**config.mk**
```make
export PLATFORM = sky130hd
export DESIGN_NAME = key_conditioner
export DESIGN_NICKNAME = d
export VERILOG_FILES = /design/src/rtl/key_conditioner_pkg.sv /design/src/rtl/key_debounce_chan.sv /design/src/rtl/key_conditioner.sv
export SDC_FILE = /design/constraint.sdc
export NUM_CORES = 1
export LEC_CHECK = 0
export CORE_UTILIZATION = 25
export CTS_CLUSTER_SIZE = 10
export DETAILED_ROUTE_END_ITERATION = 8
export DONT_BUFFER_PORTS = 1
export PLACE_DENSITY = 0.42
export SYNTH_ARGS = -nofsm -noshare
export SYNTH_HDL_FRONTEND = slang
export SYNTH_SLANG_ARGS = --single-unit
export TNS_END_PERCENT = 10
```
**constraint.sdc**
```tcl
create_clock -name CLOCK_50 -period 2.05 [get_ports CLOCK_50]
set_input_delay 0.205 -clock CLOCK_50 [delete_from_list [all_inputs] [get_ports CLOCK_50]]
set_output_delay 0.205 -clock CLOCK_50 [all_outputs]
set_load 0.05 [all_outputs]
```
**src/rtl/key_conditioner_pkg.sv**
```systemverilog
// Shared constants and types for the push-button conditioning front end.
package key_conditioner_pkg;
  localparam logic KEY_RELEASED = 1'b1;
  localparam logic KEY_PRESSED  = 1'b0;
  localparam int   DEBOUNCE_CYCLES_50MHZ = 1000000;

  localparam int KEY_RESET  = 0;
  localparam int KEY_SET    = 1;
  localparam int KEY_TOGGLE = 2;

  typedef struct packed {
    logic level;
    logic press;
    logic release_p;
    logic toggle;
  } key_out_t;
endpackage

```
**src/rtl/key_debounce_chan.sv**
```systemverilog
// One key: 2-flop synchronizer, stability counter, debounced level, edge pulses, gated toggle.
module key_debounce_chan
  import key_conditioner_pkg::*;
#(
  parameter int DEBOUNCE_CYCLES = DEBOUNCE_CYCLES_50MHZ,
  parameter int CNT_W           = 20
) (
  input  logic     gclk,
  input  logic     grst_n,
  input  logic     raw_i,
  input  logic     tog_en_i,
  input  logic     tog_clr_i,
  output key_out_t out_o
);
  logic [1:0]       sync_q;
  logic [CNT_W-1:0] cnt_q, cnt_d;
  logic             lvl_q, lvl_d;
  logic             press_q, press_d;
  logic             rel_q, rel_d;
  logic             tog_q, tog_d;
  logic             s, accept;

  assign s      = sync_q[1];
  assign accept = (s != lvl_q) && (cnt_q == CNT_W'(DEBOUNCE_CYCLES - 1));

  always_comb begin
    cnt_d   = '0;
    lvl_d   = lvl_q;
    press_d = 1'b0;
    rel_d   = 1'b0;
    tog_d   = tog_q;
    if (accept) begin
      lvl_d   = s;
      press_d = (s == KEY_PRESSED);
      rel_d   = (s == KEY_RELEASED);
    end else if (s != lvl_q) begin
      cnt_d = cnt_q + 1'b1;
    end
    // clear wins over a press accepted in the same cycle
    if (tog_clr_i)                tog_d = 1'b0;
    else if (press_d && tog_en_i) tog_d = ~tog_q;
  end

  always_ff @(posedge gclk or negedge grst_n) begin
    if (!grst_n) begin
      sync_q  <= {2{KEY_RELEASED}};
      cnt_q   <= '0;
      lvl_q   <= KEY_RELEASED;
      press_q <= 1'b0;
      rel_q   <= 1'b0;
      tog_q   <= 1'b0;
    end else begin
      sync_q  <= {sync_q[0], raw_i};
      cnt_q   <= cnt_d;
      lvl_q   <= lvl_d;
      press_q <= press_d;
      rel_q   <= rel_d;
      tog_q   <= tog_d;
    end
  end

  assign out_o = '{level: lvl_q, press: press_q, release_p: rel_q, toggle: tog_q};
endmodule

```
**src/rtl/key_conditioner.sv**
```systemverilog
// Debounces all DE-board KEY inputs into clean level / press / release / toggle signals.
module key_conditioner
  import key_conditioner_pkg::*;
#(
  parameter int NUM_KEYS        = 4,
  parameter int DEBOUNCE_CYCLES = DEBOUNCE_CYCLES_50MHZ,
  parameter int CNT_W           = 20
) (
  input  logic                CLOCK_50,
  input  logic                reset_btn,
  input  logic [NUM_KEYS-1:0] key_raw,
  input  logic [NUM_KEYS-1:0] toggle_en,
  input  logic [NUM_KEYS-1:0] toggle_clr,
  output logic [NUM_KEYS-1:0] key_level,
  output logic [NUM_KEYS-1:0] key_press,
  output logic [NUM_KEYS-1:0] key_release,
  output logic [NUM_KEYS-1:0] key_toggle
);
  // counter must reach DEBOUNCE_CYCLES-1 without wrapping
  if (DEBOUNCE_CYCLES < 2 || DEBOUNCE_CYCLES > (2**CNT_W) - 1) begin : g_bad_cfg
    $fatal(1, "key_conditioner: DEBOUNCE_CYCLES=%0d out of range 2..2^CNT_W-1", DEBOUNCE_CYCLES);
  end

  key_out_t [NUM_KEYS-1:0] chan_out;

  for (genvar k = 0; k < NUM_KEYS; k++) begin : g_key
    key_debounce_chan #(
      .DEBOUNCE_CYCLES(DEBOUNCE_CYCLES),
      .CNT_W          (CNT_W)
    ) u_chan (
      .gclk     (CLOCK_50),
      .grst_n   (reset_btn),
      .raw_i    (key_raw[k]),
      .tog_en_i (toggle_en[k]),
      .tog_clr_i(toggle_clr[k]),
      .out_o    (chan_out[k])
    );
    assign key_level[k]   = chan_out[k].level;
    assign key_press[k]   = chan_out[k].press;
    assign key_release[k] = chan_out[k].release_p;
    assign key_toggle[k]  = chan_out[k].toggle;
  end
endmodule

```
# == After elaboration in Yosys (flattened, before gate mapping) ==
# Cells that the tools add are included.
# totals
output_inout_bits,16
word_cells,80
reg_bits,104
# classes
addsub,4
n_mux,24
n_bitwise,8
n_eq_ne,8
n_reduce_logical,12
# ops
operator,n
20-bit 2-to-1 mux,8
20-bit by 1-bit adder with 20-bit output (second input constant),4
20-bit equality test (second input constant),4
1-bit 2-to-1 mux,16
1-bit logical AND,8
1-bit inverter,8
2-bit nonzero test,4
1-bit != test,4

# == Depth between registers and ports, before layout ==
# depth
word_depth,6
ltp_mapped,7
mapped_depth_nobuf,5

# == Modules after synthesis ==
# From an unflattened synthesis, not the netlist that was laid out.
# unflattened
cells_unflattened,480
area_unflattened_um2,4949.7
# modules_own_cells
module,n_inst,area_per_inst_um2,cells_each
key_debounce_chan,4,1237.4,120

# == Worst setup path before layout ==
# Ideal clock, no wire load.
# synth_path
kind,register to register
start,register g_key[2].u_chan.cnt_q[8]
end,register g_key[2].u_chan.lvl_q
stages_incl_launch_ff,5
setup_ns,0.082
path_slack_ns,-0.057
required_time_ns,1.968
t_arrival_ns,2.024
path_buffers,0
path_cell_list,dfrtp_1 > or4b_1 > or4_4 > or2_2 > mux2_4
# synth_via
elab_chain_len,2
# synth_rtl
item,line,source
"start, declared",key_debounce_chan.sv:16,"logic [CNT_W-1:0] cnt_q, cnt_d;"
"start signal, assigned",key_debounce_chan.sv:54,cnt_q <= cnt_d;
20-bit equality test,key_debounce_chan.sv:24,assign accept = (s != lvl_q) && (cnt_q == CNT_W'(DEBOUNCE_CYCLES - 1));
1-bit logical AND,key_debounce_chan.sv:24,
"end signal, assigned",key_debounce_chan.sv:55,lvl_q <= lvl_d;
"end, declared",key_debounce_chan.sv:17,"logic lvl_q, lvl_d;"
# No other way between the ends.
# A chain may end at the register's enable or synchronous reset.

# == Worst setup path after layout ==
# layout_path
start,register g_key[0].u_chan.cnt_q[13]
end,register g_key[0].u_chan.lvl_q
# layout_via
elab_chain_len,2
# layout_rtl
item,line
"start, declared",key_debounce_chan.sv:16
"start signal, assigned",key_debounce_chan.sv:54
20-bit equality test,key_debounce_chan.sv:24
1-bit logical AND,key_debounce_chan.sv:24
"end signal, assigned",key_debounce_chan.sv:55
"end, declared",key_debounce_chan.sv:17
# No other way between the ends.

==> metrics.md <==
| Metric | Value |
|---|---|
| Critical path class | `flop to flop` |
| WL/cell | `12.54 um` |
| Vias | `3623` |
| Die Area | `20360 um2` |
| Initial cell density of the core | `25.43%` |
| Fin crit share | `100.8%` |
| Setup-failing EPs final | `2` |
| Post-CTS Hold Buffers | `8` |
| Post-layout util | `30.98%` |
| Largest net degree at the start of global routing | `105` |
| Max Cap Viol | `0` |
| DRC viols | `0` |
| Setup total negative slack | `-0.02463 ns` |
| Max FO, Critical Path | `4` |
| Post-DP HPWL | `6749 um` |
| Reg clk slew, reported paths | `0.07 ns` |
| Routed WL | `9991 um` |
| Drt pass-1 iters | `4` |
| Mean Syn Cell Area | `10.31 um2` |
| Final Non-Filler Cells | `797` |
| Final Hold Vio Count | `104` |
| Reg2Reg Depth | `4` |
| Async S/R FF share, synth | `100.0%` |
| Data required, critical path | `2.33 ns` |
| Worst hold slack | `-0.4587 ns` |
| Initial antenna violation count | `0` |
| Critical path launch point type | `flop` |
| Clk sinks | `104` |
| Worst Tran Pin Value | `0.5091 ns` |
| Leakage | `2.377 nW` |
| Worst reg2reg setup slack | `-0.02 ns` |
| Crit path capture type | `flop` |
| Buffers added on ports | `0` |
| Total GRT Usage | `10.58%` |
| H-tree Lvls | `3` |
| Starting DRT DRC Count | `122` |
| Row cnt | `51` |
| Top area cells in the synthesized netlist | `dfrtp_1 47%, xnor2_1 6.5%, dfstp_2 6.4%` |
| TritonCTS clock tree | `built` |
| Post-synth cell types | `35` |
| Placement Cell Area | `5497 um2` |
| Commonest non-fill, non-tap cell in the layout | `dfrtp_1` |
| Total global routing overflow | `0` |
| Overall power | `4.134 mW` |
| Area Overhead vs Synth | `21.85%` |
| Worst skew pair latency | `0.36 ns` |
| Maximum VDD drop | `0.0003583 V` |
| Clk buf depth | `2` |
| Slew Viols, Final | `0` |
| Post-synthesis cell count | `480` |
| Tmin final | `2.066 ns` |
| Final GP Congestion | `0.7703` |
| Skew final | `0.009707 ns` |
| Vias in the first global route | `3637` |
| Fmax | `484.0 MHz` |
| Leading area contributor after synthesis | `dfrtp_1` |
| Critical R2R Capture | `g_key[0].u_chan.lvl_q` |
| Die span in x | `142.7 um` |
| Unrepaired setup endpoints after global routing | `yes` |
| Max-slew headroom | `66.06%` |
| Post-synth EDFFs | `0` |
| Seq cells post-synth | `104` |
| Core Region | `19460 um2` |
| Failing checks | `hold timing, setup timing` |
| Setup WS post-layout | `-0.01610 ns` |
| Fin area | `6030 um2` |
| Die H | `142.7 um` |
| Synthesized cell area | `4948 um2` |
| Seq/Total Area, Yosys | `52.90%` |
| Placed Instances | `767` |
| Mapped Nets | `498` |
| First-pass GRT wire length | `17010 um` |
| CTS root buf | `clkbuf_16` |
| Status | `finished with violations` |
| HP Class | `input port to async pin` |
| Layout Nets | `545` |
| Synth top area share | `46.52%` |
| Post-route ant nets | `0` |
| Main synth FF type | `dfrtp_1` |
| Via/cell ratio | `4.546` |
| DP Worst Slack | `-0.09388 ns` |
| Reg2Reg Launch Point | `g_key[0].u_chan.cnt_q[13]` |
| Total CTS buffers | `9` |
| Commonest cells after routing, fill and taps aside | `92 x dfrtp_1, 59 x nor2_1, 45 x buf_4, 37 x xnor2_1, 25 x nand3_1` |
| Share of cells above drive strength 1 | `19.92%` |
| Top Ports | `30` |
| Ys Warns | `0` |
| N_diodes | `0` |
| Critical Path AT | `2.35 ns` |
| PD cells | `685.7 nW/um2` |
-- cells by family (layout without fill, tap and decap cells) --
family	after synthesis	in the layout	share of synthesized area (%)
XOR/XNOR	55	55	9.734
adder cells (fa/ha/maj)	4	4	1.011
buffers and inverters	38	90	4.172
AND/OR/NAND/NOR	221	221	24.63
flip-flops	104	104	52.90
multiplexers	4	4	1.138
AO/OA/AOI/OAI	54	54	6.422
-- repair_timing --
item,in CTS,in global routing
pin swaps,10,4
hold endpoints to repair,112,104
buffers inserted,2,4
setup endpoints to repair,27,49
resized for setup,6,12
-- where the power goes --
| group | total [mW] | switching, mW | internal (mW) |
|---|---|---|---|
| combinational | 0.0931 | 0.0454 | 0.0477 |
| sequential | 2.11 | 0.0258 | 2.08 |
| clock | 1.93 | 0.782 | 1.15 |
| total | 4.13 | 0.854 | 3.28 |
-- synthesized netlist by cell type (all sizes together) (11+ instances only) --
cell type / number
dfstp: 12
buf: 19
or3: 12
dfrtp: 92
xnor2: 37
xor2: 18
nor2: 60
a21oi: 25
nor3: 11
o21ai: 15
o31ai: 13
inv: 14
nand2: 20
nor4: 12
or4: 22
nand4: 18
nand3: 25
-- worst max-delay path, cell delays in order (launching register included) --
cell and delay, ns:
dfrtp_1 0.38, or4_1 0.52, or4_4 0.52, or2_4 0.27, mux2_4 0.30
-- worst max path at each step --
| stage | startpoint | to | slack (ns) | cells after the start |
|---|---|---|---|---|
| floorplan | g_key[1].u_chan.cnt_q[8] | g_key[1].u_chan.cnt_q[10] | -0.06 | 5 |
| global placement | g_key[0].u_chan.cnt_q[8] | g_key[0].u_chan.lvl_q | -0.05 | 4 |
| detailed placement | g_key[0].u_chan.cnt_q[8] | g_key[0].u_chan.lvl_q | -0.09 | 4 |
| CTS | g_key[1].u_chan.cnt_q[11] | g_key[1].u_chan.lvl_q | -0.02 | 4 |
| global route | g_key[0].u_chan.cnt_q[13] | g_key[0].u_chan.tog_q | -0.07 | 4 |
| finish | g_key[0].u_chan.cnt_q[13] | g_key[0].u_chan.lvl_q | -0.02 | 4 |
-- registers in the layout (all words and copies together) (netlist names) --
name	cells
g_key.u_chan.cnt_q	80
g_key.u_chan.sync_q	8
g_key.u_chan.lvl_q	4
g_key.u_chan.press_q	4
g_key.u_chan.rel_q	4
g_key.u_chan.tog_q	4
-- cell type report --
type	instances	area (um2)
clock buffer	11	252.7
clock inverter	5	86.33
fill	1987	13430
inverter	14	52.55
multi-input combinational	338	2183
sequential	104	2618
tap	265	331.6
timing repair buffer	60	505.5
-- routing by layer --
metal | part of all wire, % | vias up | track usage [%]
met5 | 0 | - | 0
met4 | 2.0 | 0 | 4.810
met3 | 2.3 | 15 | 2.414
met2 | 48 | 36 | 17.31
met1 | 48 | 1781 | 13.28
li1 | - | 1791 | -
(Power assumes the default switching activity.)
==> edit 1: new RTL, same settings <==
Make the reset (`grst_n`) synchronous in one clocked block.
--- a/src/rtl/key_debounce_chan.sv
+++ b/src/rtl/key_debounce_chan.sv
@@ -41,7 +41,7 @@
     else if (press_d && tog_en_i) tog_d = ~tog_q;
   end
 
-  always_ff @(posedge gclk or negedge grst_n) begin
+  always_ff @(posedge gclk) begin
     if (!grst_n) begin
       sync_q  <= {2{KEY_RELEASED}};
       cnt_q   <= '0;
Function: no difference found for any inputs over 10 cycles, from zero or initial values and one cycle with reset_btn low; that may be too few to reach the edited logic, so the function may still have changed.
==> edit 1 against the unedited design <==
  * Synthesized area shrank 6.9%
  * Via count grew 2.8%
  * Largest cell class is now multi-input gates
  * Combinational power shrank 39%
  * Critical path depth is the same
  * Routed wire length shrank 1.3%
  * Final area shrank 8.7%
  * Sequential cell count is the same
  * Total power shrank 6.4%
  * Final cell count shrank 0.75%
  * Synthesized cell count grew 10%
  * Setup slack lost 0.022 ns
  * The flow finishes with violations (negative setup slack)
==> edit 1: results <==
set metrics [dict create \
    port_buffers 0 \
    cts_max_level 3 \
    routed_wl_mm 9.86 \
    cts_root_buffer "clkbuf_16" \
    setup_tns_ns -0.0378 \
    violations "negative setup slack" \
    placed_area_sq_um 4990 \
    tightest_slew_ns 0.575 \
    worstHoldPathCells 2 \
    vias 3726 \
    holdBufCountCts 11 \
    clock-skew-final_ns 0.00716 \
    cts_made_buffers 9 \
    synth_most_common_cell "dfxtp_1" \
    ys_top_cells_by_count "dfxtp_1 (104), nor2_1 (70), nand3_1 (30)" \
    nets 576 \
    r2r-end "g_key[0].u_chan.tog_q" \
    critPathKind "reg2reg" \
    post-dp-hpwl_mm 6.80 \
    grt_pass1_vias 3511 \
    status "complete, but fails checks" \
    hold_class "in2reg" \
    slowest_delay_ns 0.54 \
    dpl.cell_count 761 \
    timing.rr.start "g_key[0].u_chan.cnt_q[13]" \
    cp_data_arrival_time_ns 2.37 \
    yosysUniqueCellTypes 38 \
    yosysWarnings 0 \
    grt_usage_pct 11.2 \
    crit_path_max_fanout 3 \
    cts.path.max_buffers 2 \
    synthTopCellsByArea "dfxtp_1 (45%), nor2_1 (5.7%), xnor2_1 (5.3%), xor2_1 (4.4%), nand3_1 (3.3%)" \
    dpl_worst_slack_ns -0.111 \
    ys_seq_area_share_pct 45.2 \
    ir_drop_uv 529 \
    async_reset_ff_share_pct 0 \
    post_cts_buffers 0 \
    cts-resized-gates 7 \
    crit_path_top_delay_cell "or4b_4" \
    first_iter_violations 142 \
    place_congestion 0.746 \
    syn_avg_cell_area_sq_um 8.69 \
    setup_viol 1 \
    drive_above_1_share_pct 13.9 \
    grt_pass1_wl_mm 16.6 \
    grt_max_degree 21 \
    fin_cells 791 \
    syn_nets 548 \
    timing.final.ws_setup_ns -0.0378 \
    cellLeakagePower_nw 1.71 \
]
edit 1: worst register-to-register path, delay by kind of cell, from the launching register on:
family	cells	cell delay, ns
compound gates	1	0.14
flops	1	0.32
simple gates	3	1.57
edit 1: cells by family (layout without fill, tap and decap cells):
family | after synthesis | after routing | share of synthesized area [%]
AO/OA/AOI/OAI | 62 | 62 | 7.93
XOR/XNOR | 51 | 51 | 9.69
adder cells (fa/ha/maj) | 4 | 4 | 1.09
buffers and inverters | 53 | 85 | 5.76
flip-flops | 104 | 104 | 45.2
AND/OR/NAND/NOR | 256 | 256 | 30.4
edit 1: routing by layer:
metal | GRT usage [%] | vias to the layer above | part of all wire (%)
met5 | 0 | - | 0
met4 | 4.59 | 0 | 1.8
met3 | 3.57 | 16 | 4.0
met2 | 18.3 | 42 | 46
met1 | 13.5 | 1746 | 48
li1 | - | 1922 | -
edit 1: power by group:
part / internal [mW] / switching (mW) / leakage, nW
combinational: 0.0277 / 0.0289 / 0.717
clock: 1.04 / 0.739 / 0.148
sequential: 2.03 / 0.00483 / 0.841
edit 1: final cells by class:
| class | count | area (sq um) |
|---|---|---|
| fillers | 1915 | 12500 |
| clock buffers | 13 | 270 |
| repair buffers | 56 | 455 |
| inverters | 14 | 52.6 |
| clock inverters | 2 | 37.5 |
| flip-flops and latches | 104 | 2090 |
| multi-input cells | 373 | 2310 |
| well taps | 229 | 287 |
edit 1: worst min-delay path by stage:
stage	end	slack (ns)
2_1_floorplan	g_key[0].u_chan.sync_q[0]	0.31
3_3_place_gp	g_key[2].u_chan.sync_q[1]	0.28
3_5_place_dp	g_key[2].u_chan.sync_q[1]	0.28
4_1_cts	g_key[3].u_chan.tog_q	0.002
5_1_grt	g_key[0].u_chan.rel_q	0.002
6_report	g_key[3].u_chan.tog_q	0.01
==> edit 2: new RTL, same settings <==
Without the edit above. `NUM_KEYS`: 4 -> 5.
--- a/src/rtl/key_conditioner.sv
+++ b/src/rtl/key_conditioner.sv
@@ -2,7 +2,7 @@
 module key_conditioner
   import key_conditioner_pkg::*;
 #(
-  parameter int NUM_KEYS        = 4,
+  parameter int NUM_KEYS        = 5,
   parameter int DEBOUNCE_CYCLES = DEBOUNCE_CYCLES_50MHZ,
   parameter int CNT_W           = 20
 ) (
Ports: changed (7 resized); port bits go from 30 to 37. No check against the original RTL was run, so the function may have changed too.
==> edit 2 against the unedited design <==
  * The flow still finishes with violations (negative hold slack, negative setup slack)
  * Sequential cell count up 26
  * Total power up 39%
  * Final area up 28%
  * Sequential share of layout area down 0.99 points
  * Setup slack worse by 0.049 ns
  * Combinational power up 49%
  * Synthesized area up 25%
  * Routed wire length up 31%
  * Synthesized cell count up 25%
  * Critical path type unchanged
  * Critical endpoint is now g_key[1].u_chan.lvl_q
  * Largest cell class unchanged
  * Highest routed layer unchanged
==> edit 2: results <==
set metrics [dict create \
    grt_pass1_wl_mm 23.2 \
    cellLeakagePower_nw 3.10 \
    tightest_slew_ns 0.522 \
    grt_usage_pct 11.3 \
    synthTopCellsByArea "dfrtp_1 (47%), dfstp_2 (6.4%), xor2_1 (4.7%), xnor2_1 (4.1%), or4_1 (4.0%)" \
    setup_viol 24 \
    violations "negative hold slack, negative setup slack" \
    synthAdderAreaFrac_pct 1.01 \
    ys_top_cells_by_count "dfrtp_1 (115), nor2_1 (63), a21oi_1 (38)" \
    ys_seq_area_share_pct 52.9 \
    n_fill_cell 2456 \
    met2_usage_pct 19.2 \
    clock-skew-final_ns 0.00794 \
    routed_wl_mm 13.1 \
    syn_nets 621 \
    timing.final.ws_setup_ns -0.0646 \
    holdBufCountCts 10 \
    holdWs_ns -0.503 \
    synth_compound_area_share_pct 7.67 \
    use_met1_pct 13.6 \
    status "complete, but fails checks" \
    nets 683 \
    hold_viol_final 130 \
    first_iter_violations 225 \
    cp_data_arrival_time_ns 2.46 \
]
edit 2: repair_timing:
action	4_1_cts	5_1_grt
pin swaps	7	8
gates resized for setup	9	16
buffers inserted	0	5
setup endpoints to repair	40	61
hold endpoints to repair	140	130
edit 2: cell type report:
cell class	count	area (sq um)	area share, %
Clock buffer	21	450	5.84
Sequential cell	130	3270	42.4
Multi-Input combinational cell	421	2750	35.6
Timing Repair Buffer	78	659	8.55
Tap cell	324	405	5.26
Inverter	13	48.8	0.633
Clock inverter	11	130	1.69
edit 2: power by group:
part	total, mW	internal [mW]	switching [mW]
registers	2.64	2.61	0.0340
logic	0.139	0.0710	0.0675
clock network	2.98	1.83	1.15
total	5.77	4.51	1.25
edit 2: worst max-delay path: stages, from the launching register on:
cell,delay [ns]
dfrtp_1,0.37
or4b_1,0.52
or4_4,0.58
or2_4,0.27
mux2_4,0.30
edit 2: stage by stage:
step | instances | setup WS [ns] | power, mW
global route | 998 | -0.120 | 6.01
floorplan | 599 | -0.0819 | 2.75
detailed placement | 951 | -0.114 | 2.81
global placement | 951 | -0.104 | 2.81
CTS | 993 | -0.0913 | 5.87
finish | 998 | -0.0646 | 5.77
edit 2: cell families (layout without fill, tap and decap cells):
| family | after synthesis | after routing |
|---|---|---|
| AND/OR/NAND/NOR | 268 | 268 |
| flip-flops | 130 | 130 |
| AO/OA/AOI/OAI | 81 | 81 |
| XOR/XNOR | 62 | 62 |
| buffers and inverters | 48 | 123 |
| adder cells (fa/ha/maj) | 5 | 5 |
| multiplexers | 5 | 5 |
edit 2: final timing paths:
path	slack [ns]	startpoint	end	cells after the start
worst max-delay path	-0.06	g_key[1].u_chan.cnt_q[8]	g_key[1].u_chan.lvl_q	4
worst min-delay path	-0.50	reset_btn	g_key[1].u_chan.cnt_q[15]	0
worst max register to register	-0.06	g_key[1].u_chan.cnt_q[8]	g_key[1].u_chan.lvl_q	4
worst min register to register	0.35	g_key[4].u_chan.sync_q[0]	g_key[4].u_chan.sync_q[1]	0
max in group asynchronous	2.30	reset_btn	g_key[4].u_chan.sync_q[0]	0
min in group CLOCK_50	0.06	toggle_en[4]	g_key[4].u_chan.tog_q	3
edit 2: routing by layer:
metal  up-vias  share of wire (%)
met1      2318                 46
li1       2265                  -
met2        41                 50
met3        12                2.4
met5         -                  0
met4         0                1.3
